`src/rtl/dut_core.sv`:
```
// Length-programmed 8-bit stream accumulator with an output FIFO and a cfg/status port.
// Optional build macro: SUM_SATURATE_EN (saturate the running sum at 0xFF instead of wrapping).
module dut_core #(
  parameter int DOUT_DEPTH = 2
) (
  input  logic        CLK,
  input  logic        RST_N,
  input  logic [7:0]  din_value,
  input  logic        din_en,
  output logic        din_rdy,
  input  logic        dout_en,
  output logic [7:0]  dout_value,
  output logic        dout_rdy,
  input  logic [7:0]  len_value,
  input  logic        len_en,
  output logic        len_rdy,
  input  logic [7:0]  cfg_address,
  input  logic [31:0] cfg_data_in,
  input  logic        cfg_op,
  input  logic        cfg_en,
  output logic [31:0] cfg_data_out,
  output logic        cfg_rdy
);

  localparam int PTR_W = (DOUT_DEPTH > 1) ? $clog2(DOUT_DEPTH) : 1;
  localparam int CNT_W = $clog2(DOUT_DEPTH + 1);

  localparam logic [7:0] ADDR_CTRL   = 8'h00;
  localparam logic [7:0] ADDR_STATUS = 8'h04;
  localparam logic [7:0] ADDR_LEN    = 8'h08;
  localparam logic [7:0] ADDR_COUNT  = 8'h0C;
  localparam logic [7:0] ADDR_SUM    = 8'h10;
  localparam logic [7:0] ADDR_OVF    = 8'h14;

  logic             busy_q,   busy_d;
  logic             pause_q,  pause_d;
  logic [7:0]       len_q,    len_d;
  logic [7:0]       count_q,  count_d;
  logic [7:0]       sum_q,    sum_d;
  logic             ovf_q,    ovf_d;
  logic             rdy_q;
  logic [PTR_W-1:0] wr_ptr_q, wr_ptr_d;
  logic [PTR_W-1:0] rd_ptr_q, rd_ptr_d;
  logic [CNT_W-1:0] fill_q,   fill_d;
  logic [7:0]       mem [DOUT_DEPTH];

  logic       fifo_full, fifo_empty;
  logic       len_fire, din_fire, push, pop;
  logic [8:0] sum_wide;
  logic [7:0] sum_next;
  logic       cfg_wr;
  logic [31:0] rd_data;
  logic       unused_cfg_bits;

  assign unused_cfg_bits = ^cfg_data_in[31:1];

  function automatic logic [PTR_W-1:0] ptr_inc(input logic [PTR_W-1:0] p);
    return (p == PTR_W'(DOUT_DEPTH - 1)) ? '0 : p + 1'b1;
  endfunction

  assign fifo_full  = (fill_q == CNT_W'(DOUT_DEPTH));
  assign fifo_empty = (fill_q == '0);

  assign len_rdy    = !busy_q;
  assign din_rdy    = busy_q && !pause_q && !fifo_full;
  assign dout_rdy   = !fifo_empty;
  // The array is not reset, so the head is masked while the FIFO is empty.
  assign dout_value = fifo_empty ? 8'h00 : mem[rd_ptr_q];
  assign cfg_rdy    = rdy_q;

  assign len_fire = len_en && len_rdy;
  assign din_fire = din_en && din_rdy;
  assign pop      = dout_en && dout_rdy;
  assign cfg_wr   = cfg_en && cfg_op && rdy_q;

  assign sum_wide = {1'b0, sum_q} + {1'b0, din_value};
`ifdef SUM_SATURATE_EN
  assign sum_next = sum_wide[8] ? 8'hFF : sum_wide[7:0];
`else
  assign sum_next = sum_wide[7:0];
`endif

  // NOTE: every always_comb output gets a default first, so no path can infer a latch.
  always_comb begin
    busy_d   = busy_q;
    pause_d  = pause_q;
    len_d    = len_q;
    count_d  = count_q;
    sum_d    = sum_q;
    ovf_d    = ovf_q;
    push     = 1'b0;

    if (len_fire && (len_value != 8'h00)) begin
      len_d   = len_value;
      count_d = len_value;
      sum_d   = 8'h00;
      busy_d  = 1'b1;
    end

    if (din_fire) begin
      count_d = count_q - 8'd1;
      if (count_q == 8'd1) begin
        push   = 1'b1;
        sum_d  = 8'h00;
        busy_d = 1'b0;
      end else begin
        sum_d  = sum_next;
      end
    end

    if (cfg_wr && (cfg_address == ADDR_CTRL)) pause_d = cfg_data_in[0];
    if (cfg_wr && (cfg_address == ADDR_OVF) && cfg_data_in[0]) ovf_d = 1'b0;
    // A carry in the same cycle as a W1C clear leaves the flag set.
    if (din_fire && sum_wide[8]) ovf_d = 1'b1;
  end

  always_comb begin
    wr_ptr_d = push ? ptr_inc(wr_ptr_q) : wr_ptr_q;
    rd_ptr_d = pop  ? ptr_inc(rd_ptr_q) : rd_ptr_q;
    fill_d   = fill_q;
    if (push && !pop)      fill_d = fill_q + 1'b1;
    else if (!push && pop) fill_d = fill_q - 1'b1;
  end

  always_comb begin
    rd_data = 32'h0;
    case (cfg_address)
      ADDR_CTRL:   rd_data = {31'h0, pause_q};
      ADDR_STATUS: rd_data = {28'h0, ovf_q, fifo_empty, fifo_full, busy_q};
      ADDR_LEN:    rd_data = {24'h0, len_q};
      ADDR_COUNT:  rd_data = {24'h0, count_q};
      ADDR_SUM:    rd_data = {24'h0, sum_q};
      ADDR_OVF:    rd_data = {31'h0, ovf_q};
      default:     rd_data = 32'h0;
    endcase
  end

  assign cfg_data_out = (cfg_en && !cfg_op && rdy_q) ? rd_data : 32'h0;

  // NOTE: sequential state uses non-blocking assignments so all flops update together.
  always_ff @(posedge CLK or negedge RST_N) begin
    if (!RST_N) begin
      busy_q   <= 1'b0;
      pause_q  <= 1'b0;
      len_q    <= 8'h00;
      count_q  <= 8'h00;
      sum_q    <= 8'h00;
      ovf_q    <= 1'b0;
      rdy_q    <= 1'b0;
      wr_ptr_q <= '0;
      rd_ptr_q <= '0;
      fill_q   <= '0;
    end else begin
      busy_q   <= busy_d;
      pause_q  <= pause_d;
      len_q    <= len_d;
      count_q  <= count_d;
      sum_q    <= sum_d;
      ovf_q    <= ovf_d;
      rdy_q    <= 1'b1;
      wr_ptr_q <= wr_ptr_d;
      rd_ptr_q <= rd_ptr_d;
      fill_q   <= fill_d;
    end
  end

  // NOTE: storage is deliberately not reset; the empty flag guards every read of it.
  always_ff @(posedge CLK) begin
    if (push) mem[wr_ptr_q] <= sum_next;
  end

endmodule

```
`config.mk`:
```
export PLATFORM = sky130hd
export DESIGN_NAME = dut_core
export DESIGN_NICKNAME = d
export VERILOG_FILES = /design/src/rtl/dut_core.sv
export SDC_FILE = /design/constraint.sdc
export NUM_CORES = 1
export LEC_CHECK = 0
export BUFFER_PORTS_ARGS = -buffer_cell sky130_fd_sc_hd__clkbuf_2
export CAP_MARGIN = 20
export CORE_ASPECT_RATIO = 2
export CORE_MARGIN = 2
export CORE_UTILIZATION = 50
export CTS_CLUSTER_DIAMETER = 150
export DETAILED_ROUTE_END_ITERATION = 7
export PLACE_DENSITY = 0.81
export SYNTH_ARGS = -nofsm -noshare
export SYNTH_HDL_FRONTEND = slang
export SYNTH_SLANG_ARGS = --single-unit
```
`constraint.sdc`:
```
create_clock -name CLK -period 3.6 [get_ports CLK]
set_input_delay 0.54 -clock CLK [delete_from_list [all_inputs] [get_ports CLK]]
set_output_delay 0.54 -clock CLK [all_outputs]
set_load 0.02 [all_outputs]
```
==> flow_summary.toml, run 1 <==
[run_status]
status = "completed"

[drt]
postRouteAntennaNets = 0
totalWireLength_um = 6490
wl_per_cell_um = 16.3
viasPerCell = 5.83
top_layer = "met4"
num_vias = 2326
met3RoutedLength_um = 267
first_pass_iters = 4
wl_met1_um = 2180
drt_iter0_drc = 91
wl_met2_um = 3710
drc_errors = 0

[clock_tree]
cts_resized = 0
cts_max_level = 2
cts_buffers = 5
clkSinkCount = 48
cts_hold_buf = 0
postCtsSetupBuffers = 0
cts_tree = "yes"
insertion_delay_ps = 290
clock_path_buffers = 2
root_buffer = "clkbuf_16"
path_clk_slew_ps = 60

[timing]
final-setup-viol-count = 0
period_needed_ps = 3040
drv_slew = 0
hold_ws_ps = 330
rsz0062_at_grt = "false"
fmax_ghz = 0.329
hold_viol = 0
tightest_slew_ps = 814
relSlewSlack_pct = 45.7
clock_skew_ps = 3.94
finalSetupTns_ps = 0
finalCritPeriodShare_pct = 84.4

[yosys]
syn_inst = 283
synth_warnings = 0
ys.flop_type = "dfrtp_1"
syn_area_um2 = 2880
synth-edff-count = 16
synth.area.top_cells = "dfrtp_1 28%, edfxtp_1 17%, buf_4 6.3%, ha_1 4.8%, mux2i_1 4.2%"
ys_types = 54
yosysSeqAreaShare_pct = 44.5
yosysTopAreaCellShare_pct = 27.8
yosysTopAreaCell = "dfrtp_1"
async_flop_share_pct = 66.7
synthMostInstantiatedCell = "dfrtp_1"
syn_avg_cell_area_um2 = 10.2
yosys-top-cells-count = "32 x dfrtp_1, 29 x nand2_1, 26 x nor2_1, 24 x buf_4, 16 x edfxtp_1"
ys_ff_latch = 48

[setup_path]
arrival_ps = 2500
reg2reg_from = "count_q[3]"
cp-end-kind = "primary output"
crit_path_end = "cfg_data_out[0]"
r2r_end = "mem[1][2]"
crit_fanout = 8
critPathKind = "input port to primary output"
reg2reg_depth = 4
critPathRequiredTime_ps = 3060
cp-startpoint = "cfg_address[3]"
ff2ff_setup_slack_ps = 880
cp-start-kind = "input port"

[global_route]
grt_usage_pct = 21.8
grt_max_degree = 33
grt_pass1_vias = 2396
grt_overflow = 0
grt_pass1_wl_um = 10800
antenna_found_initial = 0

[power_and_ir_drop]
p_per_area_nw_per_um2 = 758
power_mw = 2.46
total_leakage_power_nw = 1.51
irDropWorstVdd_v = 0.000449

[floorplanning]
die_x_um = 57.7
rows = 39
core_um2 = 5660
start_util_pct = 50.9
die_y_um = 111
io_pins = 107
die_area_um2 = 6420

[place]
dp.cells = 391
gp_congestion = 0.896
dpl.hpwl_um = 5130
port_buffers = 51

[final_layout]
area_growth_pct = 12.7
multi_input_area_um2 = 1440
nets = 412
regArea_um2 = 1280
antenna_cells = 0
utilization_pct = 57.4
nFillCells = 509
stdcell_count = 399
drive_gt1_share_pct = 23.1

[worst_hold_path]
min_path_type = "input port to async pin"

[run]
drv_cap = 0
[layer usage]
layer  up-vias  global-route usage, %
met4         0                   14.0
met5         -                      0
met1      1115                   21.2
met2        85                   40.5
li1       1102                      -
met3        24                   3.14
[power breakdown]
part	switching (mW)	internal, mW
Sequential	0.184	0.780
Clock	0.195	0.255
Combinational	0.593	0.457
Total	0.971	1.49
[flip-flops by register name, summed over array words and instances, names as in the netlist, 2 cells and up]
register  flops
mem          16
count_q       8
len_q         8
sum_q         8
fill_q        2
[final cells by class]
| class | instances | area share (%) |
|---|---|---|
| Sequential cell | 48 | 39.4 |
| Clock buffer | 6 | 3.97 |
| Clock inverter | 2 | 0.347 |
| Inverter | 8 | 0.924 |
| Multi-Input combinational cell | 219 | 44.2 |
| Timing Repair Buffer | 55 | 8.78 |
| Tap cell | 61 | 2.35 |
[worst min-delay path by stage]
stage	to	from	cells past startpoint	slack [ps]
finish	len_q[4]	RST_N	1	330
global route	len_q[6]	RST_N	1	400
CTS	len_q[4]	RST_N	1	360
detailed placement	len_q[2]	len_q[2]	2	470
global placement	len_q[2]	len_q[2]	2	450
floorplan	busy_q	RST_N	0	240
[metrics by stage]
stage	area, um2	setup WS (ps)
after global routing	3250	477
after detailed placement	3110	561
after CTS	3250	554
final	3250	562
after floorplan	2970	774
after global placement	3110	573
[critical path, stage by stage]
cell,delay (ps)
clkbuf_2,130
or4_1,600
or2_2,340
a211o_1,430
nor3_1,250
clkbuf_2,210
[layout by cell type, fill, tap and decap left out, types with 4 or more instances in the layout]
| master | instances |
|---|---|
| a21oi_1 | 8 |
| conb_1 | 25 |
| clkbuf_2 | 51 |
| xnor2_1 | 5 |
| or2_2 | 4 |
| edfxtp_1 | 16 |
| nand3_1 | 8 |
| nand2_1 | 29 |
| dfrtp_1 | 32 |
| inv_1 | 8 |
| xor2_1 | 4 |
| nor2_1 | 26 |
| o21ai_0 | 5 |
| o211ai_1 | 4 |
| ha_1 | 11 |
| buf_4 | 4 |
| nand2b_1 | 4 |
| clkbuf_16 | 5 |
| nor4_1 | 8 |
| nor3_1 | 4 |
| a21o_1 | 5 |
| mux2i_1 | 12 |
| a22oi_1 | 5 |
| and2_1 | 5 |
[cell families (layout without fill, tap and decap cells)]
family | after synthesis | after routing | synth area share, %
other cells | 2 | 25 | 0.261
mux | 16 | 16 | 6.12
compound gates | 56 | 56 | 14.7
xor+xnor | 9 | 9 | 2.74
simple gates | 101 | 101 | 17.5
fa+ha+maj | 12 | 12 | 5.47
buf+inv | 39 | 71 | 8.73
flops | 48 | 48 | 44.5
(Power assumes the default switching activity.)
==> inputs of run 2 (changes only) <==
--- a/config.mk
+++ b/config.mk
@@ -5,11 +5,12 @@
 export SDC_FILE = /design/constraint.sdc
 export NUM_CORES = 1
 export LEC_CHECK = 0
+export ABC_AREA = 1
 export BUFFER_PORTS_ARGS = -buffer_cell sky130_fd_sc_hd__clkbuf_2
 export CAP_MARGIN = 20
 export CORE_ASPECT_RATIO = 2
 export CORE_MARGIN = 2
-export CORE_UTILIZATION = 50
+export CORE_UTILIZATION = 51
 export CTS_CLUSTER_DIAMETER = 150
 export DETAILED_ROUTE_END_ITERATION = 7
 export PLACE_DENSITY = 0.81
==> constraint.sdc (replaced) <==
create_clock -name CLK -period 3.2 [get_ports CLK]
set_input_delay 0.48 -clock CLK [delete_from_list [all_inputs] [get_ports CLK]]
set_output_delay 0.48 -clock CLK [all_outputs]
set_load 0.02 [all_outputs]
==> flow_summary.toml, run 2 <==
[clock_tree]
cts_tree = "yes"
root_buffer = "clkbuf_16"
postCtsSetupBuffers = 0
cts_hold_buf = 0
clock_path_buffers = 2
cts_resized = 0
cts_buffers = 5
path_clk_slew_ps = 70
cts_max_level = 2
clkSinkCount = 48
insertion_delay_ps = 290

[yosys]
synth.area.top_cells = "dfrtp_1 25%, edfxtp_1 15%, nand2_1 13%, nand3_1 8.3%, nor2_1 6.2%"
yosysTopAreaCellShare_pct = 25.1
syn_inst = 416
synthMostInstantiatedCell = "nand2_1"
yosysSeqAreaShare_pct = 40.2
synth-edff-count = 16
synth_warnings = 0
yosys-top-cells-count = "107 x nand2_1, 53 x nand3_1, 53 x nor2_1, 39 x inv_1, 32 x dfrtp_1"
syn_area_um2 = 3190
syn_avg_cell_area_um2 = 7.67
ys_types = 36
ys.flop_type = "dfrtp_1"
yosysTopAreaCell = "dfrtp_1"
async_flop_share_pct = 66.7
ys_ff_latch = 48

[power_and_ir_drop]
seqPwrFrac_pct = 36.7
comb_power_share_pct = 45.3
switching_share_pct = 43.4
power_mw = 2.86
total_leakage_power_nw = 1.81
p_sw_mw = 1.24
p_int_mw = 1.62
irDropWorstVdd_v = 0.000401
clockPowerShare_pct = 18.0
p_per_area_nw_per_um2 = 807

[timing]
clock_skew_ps = 4.06
finalSetupTns_ps = 0
worst_slack_ps = 959
relSlewSlack_pct = 43.7
rsz0062_at_grt = "false"
fmax_ghz = 0.446
drv_slew = 0
tightest_slew_ps = 845
period_needed_ps = 2240
final-setup-viol-count = 0
finalCritPeriodShare_pct = 70.0
hold_viol = 0

[final_layout]
regMostFlops = "mem"
area_growth_pct = 11.1
antenna_cells = 0
largest_reg_flops = 16
final_common_cell = "nand2_1"
nets = 544
drive_gt1_share_pct = 17.7
regArea_um2 = 1280
nFillCells = 576
stdcell_count = 533
final_cell_mix = "107 x nand2_1, 53 x nor2_1, 53 x nand3_1, 51 x clkbuf_2, 39 x inv_1"
multi_input_area_um2 = 1600

[place]
place_ws_ps = 954
dpl.hpwl_um = 5610
gp_congestion = 0.927
port_buffers = 51
dp.cells = 525

[setup_path]
crit_path_end = "cfg_data_out[2]"
cp-startpoint = "fill_q[1]"
ff2ff_setup_slack_ps = 1230
max_stage_delay_ps = 420
crit_fanout = 10
cp-start-kind = "flip-flop"
crit_family = "simple AND/OR/NAND/NOR gates"
reg2reg_depth = 5
slowest_stage = "dfrtp_1"
critPathRequiredTime_ps = 2720
critPathKind = "flip-flop to primary output"
crit_cells = 6
r2r_end = "mem[0][4]"
arrival_ps = 1760
reg2reg_from = "count_q[2]"
cp-end-kind = "primary output"
path_buf_inv = 1
cp_cell_sequence = "nor2_2 -> nand3_1 -> nand3_1 -> nor2_1 -> nor2_1 -> clkbuf_2"

[global_route]
grt_pass1_vias = 2678
grt_overflow = 0
antenna_found_initial = 0
grt_usage_pct = 21.8
grt_pass1_wl_um = 11400
grt_max_degree = 33

[drt]
postRouteAntennaNets = 0
wl_per_cell_um = 13.4
first_pass_iters = 4
num_vias = 2839
drc_errors = 0
drt_iter0_drc = 105
totalWireLength_um = 7160
viasPerCell = 5.33

[floorplanning]
io_pins = 107
die_y_um = 116
die_area_um2 = 6940
core_um2 = 6010
start_util_pct = 53.1
rows = 40
die_x_um = 59.9

[worst_hold_path]
min_path_type = "input port to async pin"

[run]
drv_cap = 0

[run_status]
status = "completed"
-- run 2: changes by cell type after synthesis, moves of 6 or more --
cell     before  now
inv_2         0    6
nand3_1       8   53
nor4_1        8    0
nor2_1       26   53
nand2_1      29  107
mux2i_1      12    0
inv_1         8   39
-- run 2: layer usage --
metal | part of all wire [%] | global-route usage [%] | up-vias
met5 | 0 | 0 | -
met4 | 3.1 | 10.1 | 0
met3 | 3.8 | 2.79 | 23
met2 | 60 | 43.5 | 95
met1 | 33 | 20.2 | 1320
li1 | - | - | 1401
-- run 2: logic make-up after synthesis --
group | after synthesis | share of synthesized area (%)
AND/OR/NAND/NOR | 243 | 35.1
buffers and inverters | 75 | 12.3
AO/OA/AOI/OAI | 28 | 5.10
other | 2 | 0.235
XOR/XNOR | 8 | 2.20
flip-flops | 48 | 40.2
adder cells (fa/ha/maj) | 12 | 4.94
-- run 2: worst register-to-register path, stage by stage (launching register included) --
cell and delay [ps]:
dfrtp_1 440, nor2_1 160, nand3_1 160, nor2_4 210, nand2_2 120, nor2_1 510
-- run 2: worst min path at each step --
stage	from	end	cells past startpoint
4_1_cts	RST_N	fill_q[0]	1
6_report	RST_N	fill_q[0]	1
5_1_grt	RST_N	fill_q[0]	1
2_1_floorplan	RST_N	busy_q	0
3_3_place_gp	len_q[6]	len_q[6]	2
3_5_place_dp	len_q[6]	len_q[6]	2
-- run 2: cell type report --
type | count | area share (%)
Multi-Input combinational cell | 316 | 45.2
Sequential cell | 48 | 36.2
Timing Repair Buffer | 51 | 7.20
Inverter | 47 | 5.12
Clock buffer | 5 | 3.53
Tap cell | 63 | 2.22
Clock inverter | 3 | 0.530
-- run 2: through the flow --
step / hold WS [ps] / cell area [um2] / util, %
global placement: 456 / 3400 / 56.6
global route: 345 / 3540 / 59.0
CTS: 312 / 3540 / 59.0
detailed placement: 458 / 3400 / 56.6
finish: 286 / 3540 / 59.0
floorplan: 184 / 3280 / -
-- run 2: power groups by stage --
stage               Sequential [mW]  Combinational, mW  Clock, mW
floorplan                      1.00               1.04          0
global placement               1.05               1.23          0
detailed placement             1.05               1.29          0
CTS                            1.05               1.30      0.519
global route                   1.08               1.46      0.547
finish                         1.05               1.29      0.515
